[src/rtl/instr_mem_responder.sv]
// Instruction-memory responder: accepts one fetch request, waits WAIT_CYCLES,
// returns the word (or an error response); back-door load port and flush cancel.
module instr_mem_responder #(
    parameter int          DEPTH_WORDS = 64,
    parameter int          WAIT_CYCLES = 2,
    parameter logic [31:0] ERR_INSTR   = 32'h0000_0000
) (
    input  logic        clk,
    input  logic        reset,
    input  logic        req_valid,
    input  logic [31:0] req_addr,
    output logic        req_ready,
    input  logic        flush,
    output logic        resp_valid,
    input  logic        resp_ready,
    output logic [31:0] resp_instr,
    output logic [31:0] resp_addr,
    output logic        resp_err,
    input  logic        ld_en,
    input  logic [31:0] ld_addr,
    input  logic [31:0] ld_data
);
    localparam int ADDR_W = $clog2(DEPTH_WORDS);

    typedef enum logic [1:0] {S_IDLE, S_WAIT, S_RESP} state_t;

    state_t            state_reg, state_next;
    logic [3:0]        wait_cnt_reg, wait_cnt_next;
    logic [31:0]       addr_reg, addr_next;
    logic              req_ready_reg, req_ready_next;
    logic              resp_valid_reg, resp_valid_next;
    logic [31:0]       resp_instr_reg, resp_addr_reg;
    logic              resp_err_reg;
    logic              accept, load_resp, addr_err;
    logic [ADDR_W-1:0] rd_idx, wr_idx;
    logic              unused_ld_bits;

    logic [31:0] mem [DEPTH_WORDS];

    assign accept    = (state_reg == S_IDLE) && req_valid && !flush;
    // The edge that leaves WAIT with the count exhausted is the RESP entry edge,
    // which puts resp_valid WAIT_CYCLES+1 edges after the accepting edge.
    assign load_resp = (state_reg == S_WAIT) && !flush && (wait_cnt_reg == 4'd0);
    assign rd_idx    = addr_reg[ADDR_W+1:2];
    assign wr_idx    = ld_addr[ADDR_W+1:2];
    assign addr_err  = (addr_reg[1:0] != 2'b00) || (addr_reg[31:ADDR_W+2] != '0);
    assign unused_ld_bits = ^{ld_addr[31:ADDR_W+2], ld_addr[1:0]};

    always_ff @(posedge clk) begin
        if (ld_en) begin
            mem[wr_idx] <= ld_data;
        end
    end

    always_ff @(posedge clk or negedge reset) begin
        if (!reset) begin
            state_reg      <= S_IDLE;
            wait_cnt_reg   <= 4'd0;
            addr_reg       <= 32'h0;
            req_ready_reg  <= 1'b1;
            resp_valid_reg <= 1'b0;
            resp_instr_reg <= 32'h0;
            resp_addr_reg  <= 32'h0;
            resp_err_reg   <= 1'b0;
        end else begin
            state_reg      <= state_next;
            wait_cnt_reg   <= wait_cnt_next;
            addr_reg       <= addr_next;
            req_ready_reg  <= req_ready_next;
            resp_valid_reg <= resp_valid_next;
            if (load_resp) begin
                resp_instr_reg <= addr_err ? ERR_INSTR : mem[rd_idx];
                resp_addr_reg  <= addr_reg;
                resp_err_reg   <= addr_err;
            end
        end
    end

    always_comb begin
        state_next = state_reg;
        case (state_reg)
            S_IDLE: if (accept) state_next = S_WAIT;
            S_WAIT: begin
                if (flush)                        state_next = S_IDLE;
                else if (wait_cnt_reg == 4'd0)    state_next = S_RESP;
            end
            // flush wins over resp_ready, but both end in IDLE
            S_RESP: if (flush || resp_ready) state_next = S_IDLE;
            default: state_next = S_IDLE;
        endcase
    end

    always_comb begin
        wait_cnt_next   = wait_cnt_reg;
        addr_next       = addr_reg;
        if (accept) begin
            wait_cnt_next = 4'(WAIT_CYCLES);
            addr_next     = req_addr;
        end else if ((state_reg == S_WAIT) && (wait_cnt_reg != 4'd0)) begin
            wait_cnt_next = wait_cnt_reg - 4'd1;
        end
        req_ready_next  = (state_next == S_IDLE);
        resp_valid_next = (state_next == S_RESP);
    end

    assign req_ready  = req_ready_reg;
    assign resp_valid = resp_valid_reg;
    assign resp_instr = resp_instr_reg;
    assign resp_addr  = resp_addr_reg;
    assign resp_err   = resp_err_reg;

endmodule

[config.mk]
export PLATFORM = sky130hd
export DESIGN_NAME = instr_mem_responder
export DESIGN_NICKNAME = d
export VERILOG_FILES = /design/src/rtl/instr_mem_responder.sv
export SDC_FILE = /design/constraint.sdc
export NUM_CORES = 2
export LEC_CHECK = 0
export BUFFER_PORTS_ARGS = -buffer_cell sky130_fd_sc_hd__buf_2
export CORE_ASPECT_RATIO = 0.5
export CORE_MARGIN = 10
export CORE_UTILIZATION = 55
export DETAILED_ROUTE_END_ITERATION = 8
export PLACE_DENSITY = 0.68
export SYNTH_ARGS = -nofsm -noshare
export SYNTH_HDL_FRONTEND = slang
export SYNTH_SLANG_ARGS = --single-unit
[constraint.sdc]
create_clock -name clk -period 4.4 [get_ports clk]
set_input_delay 0.88 -clock clk [delete_from_list [all_inputs] [get_ports clk]]
set_output_delay 0.88 -clock clk [all_outputs]
set_load 0.02 [all_outputs]
## Yosys cells after proc, flatten, opt, wreduce, memory -nomap -nowiden

Memory sizes are Yosys's and may differ from the RTL's.
Cells that the tools add are included.

| operators by class | value |
|---|---|
| add/subtract/negate cells | 1 |
| equal/unequal tests | 3 |
| muxes and demuxes | 10 |
| reductions and logical operators | 15 |

Operators with widths:

| cell | number |
|---|---|
| 32-bit two-way mux | 1 |
| 24-bit nonzero test | 1 |
| 2-bit two-way mux | 4 |
| 4-bit two-way mux | 2 |
| 2-bit case mux with 3 select lines | 1 |
| 1-bit logical AND | 5 |
| 2-bit == test (second input constant) | 2 |
| 2-bit logical NOT | 2 |
| 4-bit logical NOT | 1 |
| 2-bit nonzero test | 2 |
| 4-bit nonzero test | 1 |
| 4-bit by 1-bit subtractor with 4-bit output (second input constant) | 1 |
| 2-bit by 1-bit == test with 1-bit output (second input constant) | 1 |
| 1-bit logical OR | 2 |
| 1-bit two-way mux | 2 |
| 1-bit logical NOT | 1 |

| storage, ports and cells | value |
|---|---|
| flip-flop bits (word level) | 105 |
| bits in writable memories | 2,048 |
| input port bits | 102 |
| output and inout port bits | 67 |
| word-level logic and storage cells | 38 |
| memories kept | 1 |

Memories:

| memory | depth | bits a word | rd ports | clocked after Yosys merged registers in | write ports | RTL line | RTL |
|---|---|---|---|---|---|---|---|
| mem | 64 | 32 | 1 | 0 | 1 | 38 | `logic [31:0] mem [DEPTH_WORDS];` |

## Longest topological paths before layout

| logic depth | value |
|---|---|
| depth in word-level cells | 6 |
| gate-level depth with buffers | 11 |
| gate-level depth less buffers | 8 |

## Least setup slack after synthesis

No wires, ideal clock.

| timing | value |
|---|---|
| path kind | input -> register |
| start point | in ld_addr[5] |
| end point | mem mem[48][0], enable pin |
| library setup time | 0.461 ns |
| arrival | 3.584 ns |
| required time | 3.939 ns |
| setup slack | 0.355 ns |
| stages | 4 |
| path buffers | 1 |
| cells stage by stage | clkbuf_1 > nor2b_1 > nand4b_1 > nor3_1 |

RTL lines:

| item | RTL line | RTL |
|---|---|---|
| start, declared | 20 | `input logic [31:0] ld_addr,` |
| end, declared | 38 |  |

Straight into the memory's write port.

## Worst setup path after layout

| timing | value |
|---|---|
| start point | reg wait_cnt_reg[0] |
| end point | reg resp_instr_reg[17], in the netlist resp_instr[17] |

| on the way | value |
|---|---|
| word-level cells in the longest chain between the ends | 2 |

RTL lines:

| item | RTL line | RTL |
|---|---|---|
| start, declared | 28 | `logic [3:0] wait_cnt_reg, wait_cnt_next;` |
| start signal, assigned | 67 | `wait_cnt_reg <= wait_cnt_next;` |
| 4-bit logical NOT | 43 | `assign load_resp = (state_reg == S_WAIT) && !flush && (wait_cnt_reg == 4'd0);` |
| 1-bit logical AND | 43 |  |
| end signal, assigned | 72 | `resp_instr_reg <= addr_err ? ERR_INSTR : mem[rd_idx];` |
| end, declared | 32 | `logic [31:0] resp_instr_reg, resp_addr_reg;` |

Every way passes these cells.
A chain may end at the register's enable or synchronous reset.

==> results.py <==
metrics = {
    "timing": {
        "drv_slew": 0,
        "period_share": 0.859,
        "rsz0062_at_grt": "no",
        "fin_ws_ps": 621,
        "final_hold_viol_count": 0,
        "finalSetupTns_ps": 0,
        "clock_skew_ps": 53.4,
        "setup_viol": 0,
        "tightest_slew_ps": 1400,
        "max_freq_ghz": 0.265,
        "period_needed_ps": 3780,
        "maxSlewHeadroom": 0.0566,
    },
    "cts": {
        "cts.sinks": 2153,
        "cts_tree": "built",
        "cts_buffer_depth": 4,
        "cts_buffers": 189,
        "path_clk_slew_ps": 70,
        "postCtsSetupBuffers": 0,
        "cts-resized-gates": 0,
        "ctsHoldBuffers": 0,
        "cts_max_level": 4,
        "clk_latency_ps": 820,
        "cts_root_buf": "clkbuf_16",
    },
    "setup_path": {
        "crit_slowest_cell": "or4_2",
        "end_kind": "register",
        "crit_fanout": 32,
        "cp.required_ps": 5080,
        "max_stage_delay_ps": 1100,
        "rrSetupSlack_ps": 620,
        "worstPathCellList": "inv_1, ha_1, or3b_1, or4b_4, or4_2, buf_4, o41ai_2",
        "path_class": "register to register",
        "worstSetupStartpointType": "register",
        "crit_buf_inv": 2,
        "cpLargestDelayFamily": "simple AND/OR/NAND/NOR gates",
        "cp.arrival_ps": 4460,
    },
    "logic_synthesis": {
        "ys_seq_area_frac": 0.776,
        "synth_cells": 4109,
        "yosys_warnings": 0,
        "ys_seq_elements": 2153,
        "avgSynthCellArea_um2": 20.1,
        "syn-cell-area_mm2": 0.0826,
        "synth_nets": 4213,
        "ys_types": 47,
    },
    "routing": {
        "wire_per_inst_um": 31.4,
        "totalWireLength_um": 207000,
        "postRouteAntennaNets": 0,
        "vias_per_cell": 6.45,
        "dr.pass1.iters": 5,
        "first_iter_violations": 5251,
        "drc_errors": 0,
        "vias": 42469,
    },
    "floorplanning": {
        "io_pins": 169,
        "design.die.area_mm2": 0.167,
        "start_util": 0.555,
        "core_area_mm2": 0.149,
        "dieWidth_um": 568,
        "rows": 100,
        "die-height_um": 294,
    },
    "min_path": {
        "hold_path.class": "input pin to asynchronous set/reset pin",
    },
    "placement": {
        "place_hpwl_um": 121000,
        "dp_slack_ps": 634,
        "io_buffers": 142,
        "gp_congestion": 0.832,
    },
    "final_layout": {
        "fillers": 10031,
        "multi_input_area_mm2": 0.0180,
        "regMostFlops": "mem",
        "seq_area_mm2": 0.0641,
        "final_common_cell": "edfxtp_1",
        "largest_reg_flops": 2048,
        "layout_common_cells": "edfxtp_1 (2048), mux2i_1 (455), mux4_2 (256)",
        "area_growth_pct": 13.1,
        "nNetsFinal": 4541,
        "drive_above_1_share": 0.247,
    },
    "pwr": {
        "p_leak_uw": 0.0311,
        "power_density_mw_per_mm2": 505,
        "ir_worst_vdd_uv": 310,
    },
    "global_route": {
        "antenna_found_initial": 12,
        "grt_pass1_vias": 42699,
        "grt.total_usage": 0.244,
        "grt_first_pass_wirelength_um": 299000,
        "grt_overflow": 0,
        "grt_max_degree": 92,
    },
    "run": {
        "drv_cap": 0,
    },
    "run_status": {
        "status": "finished clean",
    },
}
-- kinds of logic after synthesis --
kind of cell | count (synthesis) | share of synthesized area
AND/OR/NAND/NOR | 287 | 0.0170
buffers and inverters | 255 | 0.0124
XOR/XNOR | 3 | 0.000318
AO/OA/AOI/OAI | 576 | 0.0526
multiplexers | 833 | 0.141
adder cells (fa/ha/maj) | 2 | 0.000303
flip-flops | 2153 | 0.776
-- Yosys cell counts (all sizes together) --
cell | number | area share
edfxtp | 2048 | 0.74
nand3b | 6 | 0.00054
o22ai | 150 | 0.011
a211oi | 61 | 0.0055
a21boi | 1 | 0.000091
or3b | 1 | 0.00011
or4b | 1 | 0.00012
nor2b | 73 | 0.0055
a211o | 90 | 0.0095
and2 | 3 | 0.00023
dfrtp | 104 | 0.031
mux4 | 256 | 0.070
nor4b | 1 | 0.00011
buf | 82 | 0.0045
a221oi | 1 | 0.00011
or3 | 2 | 0.00015
nor2 | 108 | 0.0049
a22oi | 19 | 0.0017
clkbuf | 167 | 0.0076
a311o | 1 | 0.00012
nand3 | 12 | 0.00073
o21ai | 62 | 0.0038
o41ai | 30 | 0.0058
a2111oi | 61 | 0.0065
nand4 | 5 | 0.00038
ha | 2 | 0.00030
o311ai | 1 | 0.00011
o211ai | 1 | 0.000091
nand2b | 7 | 0.00053
nand2 | 50 | 0.0023
nand4b | 3 | 0.00032
a22o | 32 | 0.0034
dfstp | 1 | 0.00032
or4 | 1 | 0.000091
mux2i | 455 | 0.055
nor4 | 8 | 0.00061
or2 | 3 | 0.00023
a21oi | 33 | 0.0020
a31oi | 33 | 0.0025
mux2 | 122 | 0.017
xnor2 | 3 | 0.00032
inv | 6 | 0.00027
nor3 | 3 | 0.00018
-- power breakdown --
group | internal, uW | leakage [uW] | switching [uW]
combinational | 3250 | 0.00854 | 4960
clock | 8700 | 0.00284 | 7170
sequential | 22800 | 0.0198 | 294
-- path summary, 6_finish.rpt --
path,from,endpoint,depth (start not counted)
worst max-delay path,wait_cnt_reg[0],resp_instr[17],7
worst min-delay path,reset,addr_reg[29],1
worst max register to register,wait_cnt_reg[0],resp_instr[17],7
worst min register to register,resp_addr[6],resp_addr[6],2
max in group asynchronous,reset,req_ready,2
min in group clk,req_addr[7],addr_reg[7],2
-- area by class of cell --
| type | count | area share |
|---|---|---|
| clock inverter | 96 | 0.00791 |
| timing repair buffer | 386 | 0.0318 |
| antenna | 7 | 0.000187 |
| inverter | 6 | 0.000241 |
| multi-input combinational | 1701 | 0.193 |
| clock buffer | 244 | 0.0541 |
| sequential | 2153 | 0.686 |
| tap | 1989 | 0.0266 |
-- metal layers --
layer	part of all wire	wire (um)	vias up	track usage
met1	0.41	83900	22391	0.353
met2	0.47	96800	2083	0.382
met5	0	0	-	0
met4	0.025	5150	0	0.0604
met3	0.10	20800	301	0.0532
li1	-	-	17694	-
-- stage by stage --
stage	hold slack, ps	cell area (um^2)	power, uW	instances	utilization
2_1_floorplan	500	82600	28300	4109	-
3_3_place_gp	461	87600	31500	6234	0.588
3_5_place_dp	464	87600	31700	6235	0.588
4_1_cts	245	93400	47300	6575	0.627
5_1_grt	265	93400	48700	6578	0.627
6_report	222	93500	47200	6582	0.627
Power figures use the tool's default switching activity.
